File: src/rtl/alu_share_arb_pkg.sv
// Shared definitions for the ALU sharing arbiter: ALU opcode encodings,
// control-code width and the arbiter FSM state type.
package alu_pkg;

  localparam int ALU_OP_W = 6;

  localparam logic [ALU_OP_W-1:0] OP_ADD  = 6'b000000;
  localparam logic [ALU_OP_W-1:0] OP_SUB  = 6'b000001;
  localparam logic [ALU_OP_W-1:0] OP_ADDI = 6'b001010;
  localparam logic [ALU_OP_W-1:0] OP_SLLI = 6'b001011;
  localparam logic [ALU_OP_W-1:0] OP_LUI  = 6'b010010;
  localparam logic [ALU_OP_W-1:0] OP_BEQ  = 6'b011010;

  typedef enum logic [1:0] {
    IDLE = 2'd0,
    EXEC = 2'd1,
    RESP = 2'd2
  } arb_state_e;

endpackage

File: src/rtl/alu_share_arb_if.sv
// Bundle of requester, ALU-side and response signals around the shared ALU.
// slave: the arbiter. master: requesters, ALU and response consumer.
interface alu_share_arb_if #(
  parameter int NUM_REQ = 2,
  parameter int DATA_W  = 32,
  parameter int OP_W    = 6,
  parameter int ID_W    = 3
);
  logic [NUM_REQ-1:0]        req_valid;
  logic [NUM_REQ-1:0]        req_ready;
  logic [NUM_REQ*OP_W-1:0]   req_op;
  logic [NUM_REQ*DATA_W-1:0] req_src1;
  logic [NUM_REQ*DATA_W-1:0] req_src2;
  logic [NUM_REQ*DATA_W-1:0] req_imm;
  logic [NUM_REQ*4-1:0]      req_shamt;

  logic [OP_W-1:0]           alu_cntrl;
  logic [DATA_W-1:0]         alu_src1;
  logic [DATA_W-1:0]         alu_src2;
  logic [DATA_W-1:0]         alu_imm;
  logic [3:0]                alu_shamt;
  logic [DATA_W-1:0]         alu_result;

  logic                      rsp_valid;
  logic                      rsp_ready;
  logic [ID_W-1:0]           rsp_id;
  logic [DATA_W-1:0]         rsp_result;
  logic                      busy;

  modport slave (
    input  req_valid, req_op, req_src1, req_src2, req_imm, req_shamt,
    output req_ready,
    output alu_cntrl, alu_src1, alu_src2, alu_imm, alu_shamt,
    input  alu_result,
    output rsp_valid, rsp_id, rsp_result, busy,
    input  rsp_ready
  );

  modport master (
    output req_valid, req_op, req_src1, req_src2, req_imm, req_shamt,
    input  req_ready,
    input  alu_cntrl, alu_src1, alu_src2, alu_imm, alu_shamt,
    output alu_result,
    input  rsp_valid, rsp_id, rsp_result, busy,
    output rsp_ready
  );
endinterface

File: src/rtl/alu_share_arb_rr_arbiter.sv
// Combinational round-robin arbiter: scans requests starting one past the
// last granted index, wrapping modulo N. Grant is one-hot or zero.
module rr_arbiter #(
  parameter int unsigned N = 2,
  localparam int unsigned IW = (N > 1) ? $clog2(N) : 1
) (
  input  logic [N-1:0]  req_i,
  input  logic [IW-1:0] last_i,
  input  logic          en_i,
  output logic [N-1:0]  gnt_o,
  output logic [IW-1:0] idx_o,
  output logic          vld_o
);

  // First asserted request after last_i wins; nothing is granted when disabled.
  always_comb begin
    int unsigned k;
    k     = '0;
    gnt_o = '0;
    idx_o = '0;
    vld_o = 1'b0;
    if (en_i) begin
      for (int unsigned off = 1; off <= N; off++) begin
        k = 32'(last_i) + off;
        if (k >= N) k = k - N;
        if (!vld_o && req_i[k]) begin
          vld_o    = 1'b1;
          gnt_o[k] = 1'b1;
          idx_o    = IW'(k);
        end
      end
    end
  end

endmodule

File: src/rtl/alu_share_arb.sv
// Shares one combinational ALU between NUM_REQ requesters: round-robin grant,
// registered operands to the ALU, registered result with requester ID out.
// Optional macro ALU_ARB_BYPASS_EN: arbitrate again in RESP when the response
// is consumed, allowing RESP->EXEC back-to-back (1 op per 2 cycles).
module alu_share_arb
  import alu_pkg::*;
#(
  parameter int NUM_REQ = 2,
  parameter int DATA_W  = 32,
  parameter int OP_W    = ALU_OP_W,
  parameter int ID_W    = 3
) (
  input  logic          clk,
  input  logic          rst,
  alu_share_arb_if.slave bus
);

  localparam int IW = $clog2(NUM_REQ);

  arb_state_e         state_q, state_d;
  logic [IW-1:0]      rr_last_q;
  logic [IW-1:0]      cur_id_q;
  logic [OP_W-1:0]    alu_cntrl_q;
  logic [DATA_W-1:0]  alu_src1_q, alu_src2_q, alu_imm_q;
  logic [3:0]         alu_shamt_q;
  logic               rsp_valid_q;
  logic [ID_W-1:0]    rsp_id_q;
  logic [DATA_W-1:0]  rsp_result_q;

  logic               arb_en;
  logic [NUM_REQ-1:0] gnt;
  logic [IW-1:0]      gnt_idx;
  logic               gnt_vld;
  logic               load_op;
  logic               cap_rsp;
  logic               clr_rsp;

  rr_arbiter #(.N(NUM_REQ)) u_arb (
    .req_i  (bus.req_valid),
    .last_i (rr_last_q),
    .en_i   (arb_en),
    .gnt_o  (gnt),
    .idx_o  (gnt_idx),
    .vld_o  (gnt_vld)
  );

  // Next-state and per-state control strobes.
  always_comb begin
    state_d = state_q;
    arb_en  = 1'b0;
    load_op = 1'b0;
    cap_rsp = 1'b0;
    clr_rsp = 1'b0;
    unique case (state_q)
      IDLE: begin
        arb_en = 1'b1;
        if (gnt_vld) begin
          load_op = 1'b1;
          state_d = EXEC;
        end
      end
      EXEC: begin
        cap_rsp = 1'b1;
        state_d = RESP;
      end
      RESP: begin
        if (bus.rsp_ready) begin
          clr_rsp = 1'b1;
          state_d = IDLE;
`ifdef ALU_ARB_BYPASS_EN
          // Response leaves this cycle, so the ALU registers are free to reload.
          arb_en = 1'b1;
          if (gnt_vld) begin
            load_op = 1'b1;
            state_d = EXEC;
          end
`endif
        end
      end
      default: state_d = IDLE;
    endcase
  end

  // FSM state register.
  always_ff @(posedge clk) begin
    if (rst) state_q <= IDLE;
    else     state_q <= state_d;
  end

  // Operand capture into the ALU registers, round-robin pointer and response.
  always_ff @(posedge clk) begin
    if (rst) begin
      rr_last_q    <= IW'(NUM_REQ - 1);
      cur_id_q     <= '0;
      alu_cntrl_q  <= '0;
      alu_src1_q   <= '0;
      alu_src2_q   <= '0;
      alu_imm_q    <= '0;
      alu_shamt_q  <= '0;
      rsp_valid_q  <= 1'b0;
      rsp_id_q     <= '0;
      rsp_result_q <= '0;
    end else begin
      if (load_op) begin
        alu_cntrl_q <= bus.req_op[int'(gnt_idx)*OP_W +: OP_W];
        alu_src1_q  <= bus.req_src1[int'(gnt_idx)*DATA_W +: DATA_W];
        alu_src2_q  <= bus.req_src2[int'(gnt_idx)*DATA_W +: DATA_W];
        alu_imm_q   <= bus.req_imm[int'(gnt_idx)*DATA_W +: DATA_W];
        alu_shamt_q <= bus.req_shamt[int'(gnt_idx)*4 +: 4];
        rr_last_q   <= gnt_idx;
        cur_id_q    <= gnt_idx;
      end
      if (cap_rsp) begin
        rsp_result_q <= bus.alu_result;
        rsp_id_q     <= ID_W'(cur_id_q);
        rsp_valid_q  <= 1'b1;
      end else if (clr_rsp) begin
        rsp_valid_q  <= 1'b0;
      end
    end
  end

  assign bus.req_ready  = gnt;
  assign bus.alu_cntrl  = alu_cntrl_q;
  assign bus.alu_src1   = alu_src1_q;
  assign bus.alu_src2   = alu_src2_q;
  assign bus.alu_imm    = alu_imm_q;
  assign bus.alu_shamt  = alu_shamt_q;
  assign bus.rsp_valid  = rsp_valid_q;
  assign bus.rsp_id     = rsp_id_q;
  assign bus.rsp_result = rsp_result_q;
  assign bus.busy       = (state_q != IDLE);

endmodule

File: src/flat_wrapper.sv
// flat-port wrapper written by rule: the top's interface ports become plain ports
module alu_share_arb_flat import alu_pkg::*;
#(
  parameter int NUM_REQ = 2,
  parameter int DATA_W  = 32,
  parameter int OP_W    = ALU_OP_W,
  parameter int ID_W    = 3
)
  (clk, rst, bus_req_valid, bus_req_op, bus_req_src1, bus_req_src2, bus_req_imm, bus_req_shamt, bus_req_ready, bus_alu_cntrl, bus_alu_src1, bus_alu_src2, bus_alu_imm, bus_alu_shamt, bus_alu_result, bus_rsp_valid, bus_rsp_id, bus_rsp_result, bus_busy, bus_rsp_ready);
  alu_share_arb_if #(.NUM_REQ(NUM_REQ), .DATA_W(DATA_W), .OP_W(OP_W), .ID_W(ID_W)) bus_i ();
  input  logic clk;
  input  logic rst;
  input wire logic [$bits(bus_i.req_valid)-1:0] bus_req_valid;
  input wire logic [$bits(bus_i.req_op)-1:0] bus_req_op;
  input wire logic [$bits(bus_i.req_src1)-1:0] bus_req_src1;
  input wire logic [$bits(bus_i.req_src2)-1:0] bus_req_src2;
  input wire logic [$bits(bus_i.req_imm)-1:0] bus_req_imm;
  input wire logic [$bits(bus_i.req_shamt)-1:0] bus_req_shamt;
  output wire logic [$bits(bus_i.req_ready)-1:0] bus_req_ready;
  output wire logic [$bits(bus_i.alu_cntrl)-1:0] bus_alu_cntrl;
  output wire logic [$bits(bus_i.alu_src1)-1:0] bus_alu_src1;
  output wire logic [$bits(bus_i.alu_src2)-1:0] bus_alu_src2;
  output wire logic [$bits(bus_i.alu_imm)-1:0] bus_alu_imm;
  output wire logic [$bits(bus_i.alu_shamt)-1:0] bus_alu_shamt;
  input wire logic [$bits(bus_i.alu_result)-1:0] bus_alu_result;
  output wire logic [$bits(bus_i.rsp_valid)-1:0] bus_rsp_valid;
  output wire logic [$bits(bus_i.rsp_id)-1:0] bus_rsp_id;
  output wire logic [$bits(bus_i.rsp_result)-1:0] bus_rsp_result;
  output wire logic [$bits(bus_i.busy)-1:0] bus_busy;
  input wire logic [$bits(bus_i.rsp_ready)-1:0] bus_rsp_ready;
  assign bus_i.req_valid = bus_req_valid;
  assign bus_i.req_op = bus_req_op;
  assign bus_i.req_src1 = bus_req_src1;
  assign bus_i.req_src2 = bus_req_src2;
  assign bus_i.req_imm = bus_req_imm;
  assign bus_i.req_shamt = bus_req_shamt;
  assign bus_req_ready = bus_i.req_ready;
  assign bus_alu_cntrl = bus_i.alu_cntrl;
  assign bus_alu_src1 = bus_i.alu_src1;
  assign bus_alu_src2 = bus_i.alu_src2;
  assign bus_alu_imm = bus_i.alu_imm;
  assign bus_alu_shamt = bus_i.alu_shamt;
  assign bus_i.alu_result = bus_alu_result;
  assign bus_rsp_valid = bus_i.rsp_valid;
  assign bus_rsp_id = bus_i.rsp_id;
  assign bus_rsp_result = bus_i.rsp_result;
  assign bus_busy = bus_i.busy;
  assign bus_i.rsp_ready = bus_rsp_ready;
  alu_share_arb #(.NUM_REQ(NUM_REQ), .DATA_W(DATA_W), .OP_W(OP_W), .ID_W(ID_W)) u_core (.clk(clk), .rst(rst), .bus(bus_i));
endmodule
File: config.mk
export PLATFORM = sky130hd
export DESIGN_NAME = alu_share_arb_flat
export DESIGN_NICKNAME = d
export VERILOG_FILES = /design/src/rtl/alu_share_arb_pkg.sv /design/src/rtl/alu_share_arb_if.sv /design/src/rtl/alu_share_arb_rr_arbiter.sv /design/src/rtl/alu_share_arb.sv /design/src/flat_wrapper.sv
export SDC_FILE = /design/constraint.sdc
export NUM_CORES = 1
export LEC_CHECK = 0
export BUFFER_PORTS_ARGS = -buffer_cell sky130_fd_sc_hd__buf_2
export CORE_AREA = 2 2 152 154
export DETAILED_ROUTE_END_ITERATION = 12
export DIE_AREA = 0 0 154 156
export GPL_TIMING_DRIVEN = 1
export PLACE_DENSITY = 0.7
export SLEW_MARGIN = 20
export SYNTH_ARGS = -nofsm -noshare
export SYNTH_HDL_FRONTEND = slang
export SYNTH_SLANG_ARGS = --single-unit
File: constraint.sdc
create_clock -name clk -period 1.7 [get_ports clk]
set_input_delay 0.085 -clock clk [delete_from_list [all_inputs] [get_ports clk]]
set_output_delay 0.085 -clock clk [all_outputs]
set_load 0.01 [all_outputs]
==> summary.md <==
| Metric | Value |
|---|---|
| Core area | 22400 sq um |
| Antenna violations before repair | 2 |
| Startpoint Class | flop |
| Worst Setup End Kind | flop |
| Synthesized cell area | 7520 sq um |
| Skew-Pair Late Insertion Delay | 410 ps |
| Routed WL | 30100 um |
| Worst-Margin Slew | 619 ps |
| Final Hold Fails | 0 |
| CP max FO | 13 |
| Cell row count | 55 |
| Chip Height | approximately 160 um |
| Clock buffer depth | 2 |
| Max Cap Viol | 0 |
| Slew HR | 58.7% |
| Initial DRC count | around 740 |
| IO Pins | ~400 |
| Clk root buf | clkbuf_16 |
| Nets | 1430 |
| Area delta synth->final | 46.5% |
| Gr usage total | a little over a fifth |
| Total Power | approximately 10 mW |
| Seq/Total Area, Yosys | a little under two fifths |
| Fin Hold WS | 31.8 ps |
| Placed cell count | 1394 |
| Post-layout util | between 40% and 50% |
| FMAX | 603 MHz |
| Initial Util | 33.6% |
| Placement-stage worst setup slack | 105 ps |
| Post-route ant nets | 0 |
| Average cell area after synthesis | 9.32 sq um |
| First-pass GRT wire length | approximately 42000 um |
| Final Wtd Congestion | 0.809 |
| Sink Count | about 140 |
| Finished Layout Cells | 1480 |
| Proportion of layout cells with a drive suffix above 1 | 40.3% |
| Most frequent cell after synthesis | dfxtp_1 |
| Die width | approximately 150 um |
| Top post-synthesis cells by count | dfxtp_1 (144), a221o_1 (106), and4_1 (106), nor4b_1 (106), nor2b_1 (103) |
| Drt pass-1 iters | 7 |
| Worst Path Required | 2000 ps |
| PortBufs | 391 |
| Die area | 24000 sq um |
| Fin Setup TNS | 0 ps |
| CTS Buf Count | 17 |
| Area share of the largest cell type after synthesis | between 30% and 40% |
| Worst hold path type | input port to flop |
| Ys flop type | dfxtp_1 |
| RSZ-0062 raised after global routing | false |
| Post-route minimum period | 1660 ps |
| Fin area | 11000 sq um |
| Synth warnings | 0 |
| Worst vdd ir | 456 uV |
| Outcome | finished clean |
| # setup viols final | 0 |
| Remaining Overflow, GRT | 0 |
| Vias in the first global route | slightly below 8000 |
| Setup WS post-layout | 42.5 ps |
| Fin Clk Skew | 7.17 ps |
| TritonCTS clock tree | done |
| Pleak | approximately 5.0 nW |
| Routed length per instance | slightly above 20 um |
| FFs w/ async S/R, synth | 0% |
| Post-synth top area cell | dfxtp_1 |
| Synth Register Bits | 144 |
| Slew Viols, Final | 0 |
| Largest cells by area after synthesis | dfxtp_1 (38%), a221o_1 (14%), and4_1 (12%), nor4b_1 (12%), nor2b_1 (8.6%) |
| Vias per inst | roughly 5.7 |
| Via count | 8362 |
| Cell Pwr Density | 947 nW/um^2 |
| Clock transition at path regs | 70 ps |
| WP data arrival | 1960 ps |
| Post-DP HPWL | 17700 um |
| WS Path Type | flop to flop |
| Post-synth EDFFs | 0 |
| H-tree depth | 4 |
| Mapped Cells | 807 |
| DRC | 0 |
| Fin crit share | 97.5% |
| Largest net degree at the start of global routing | just over 70 |
| Area after DPL | 9740 sq um |
| Synth unique cells | 29 |
## registers in the layout, indices dropped and copies added, names as in the netlist
register / count
u_core.bus.alu_cntrl: 6
u_core.bus.alu_imm: 32
u_core.bus.alu_shamt: 4
u_core.bus.alu_src1: 32
u_core.bus.alu_src2: 32
u_core.bus.rsp_id: 1
u_core.bus.rsp_result: 32
u_core.bus.rsp_valid: 1
u_core.cur_id_q: 1
u_core.rr_last_q: 1
u_core.state_q: 2
## where the power goes
group | leakage [nW] | internal, mW | switching, mW
clock | 0.279 | 2.06 | 1.65
combinational | 3.49 | 1.28 | 1.46
sequential | 1.19 | 3.76 | 0.218
## area by class of cell
type,count,area [sq um]
clock buffers,17,425
flip-flops and latches,144,2890
inverters,3,13.8
multi-input cells,544,4170
repair buffers,471,3010
clock inverters,15,148
fillers,2122,11400
well taps,285,357
diodes,1,2.50
## worst paths after layout
kind / depth (start not counted) / endpoint / startpoint / slack, ps
worst max-delay path: 6 / u_core.bus.alu_imm[19]$_SDFFE_PP0P_ / u_core.state_q[0]$_SDFFE_PP0P_ / 40
worst min-delay path: 3 / u_core.rr_last_q$_SDFFE_PP1P_ / bus_req_valid[0] / 30
worst max register to register: 6 / u_core.bus.alu_imm[19]$_SDFFE_PP0P_ / u_core.state_q[0]$_SDFFE_PP0P_ / 40
worst min register to register: 2 / u_core.bus.rsp_result[8]$_SDFFE_PP0P_ / u_core.bus.rsp_result[8]$_SDFFE_PP0P_ / 450
## routing by layer
| layer | GRT usage (%) | share of wire [%] |
|---|---|---|
| met1 | 26.9 | 41 |
| met2 | 36.5 | 47 |
| met3 | 5.89 | 8.7 |
| met4 | 8.14 | 2.7 |
| met5 | 0 | 0.043 |
## placed cells by master, fill, tap and decap left out, types with 2 or more instances in the layout
cell and n:
o21ba_4 2, buf_4 19, and4_1 106, nor2_4 2, clkinvlp_4 2, dlygate4sd3_1 33, nand2_1 67, clkbuf_16 24
clkinv_4 2, inv_6 6, nor4b_1 106, clkinv_2 2, and2b_1 4, buf_12 9, a21oi_1 35, conb_1 2
a221o_1 106, buf_6 8, nor2b_1 102, inv_1 2, buf_2 390, buf_16 4, inv_8 2, dfxtp_1 142
## timing repair
action                                  in CTS  in global routing
pin swaps                                    1                  7
endpoints found under the hold margin       34                  0
buffers inserted                             3                  3
hold buffers                                33                  0
endpoints found under the setup margin       1                 93
gates resized for setup                      2                  8
cloned                                       2                 13
## worst max-delay path, stage by stage, from the launching register on
cell and delay [ps]:
dfxtp_4 360, nor2_4 130, buf_6 120, inv_4 50, o21ba_4 320, clkbuf_16 210, a221o_1 350
## cell families (layout without fill, tap and decap cells)
group	after synthesis	count (layout)	share of synthesized area (%)
AND/OR/NAND/NOR	396	396	37.9
AO/OA/AOI/OAI	145	146	16.9
flip-flops	144	144	38.3
buffers and inverters	121	506	6.89
other	1	3	0.0499
Note: power is estimated with default switching activity, not from simulation.
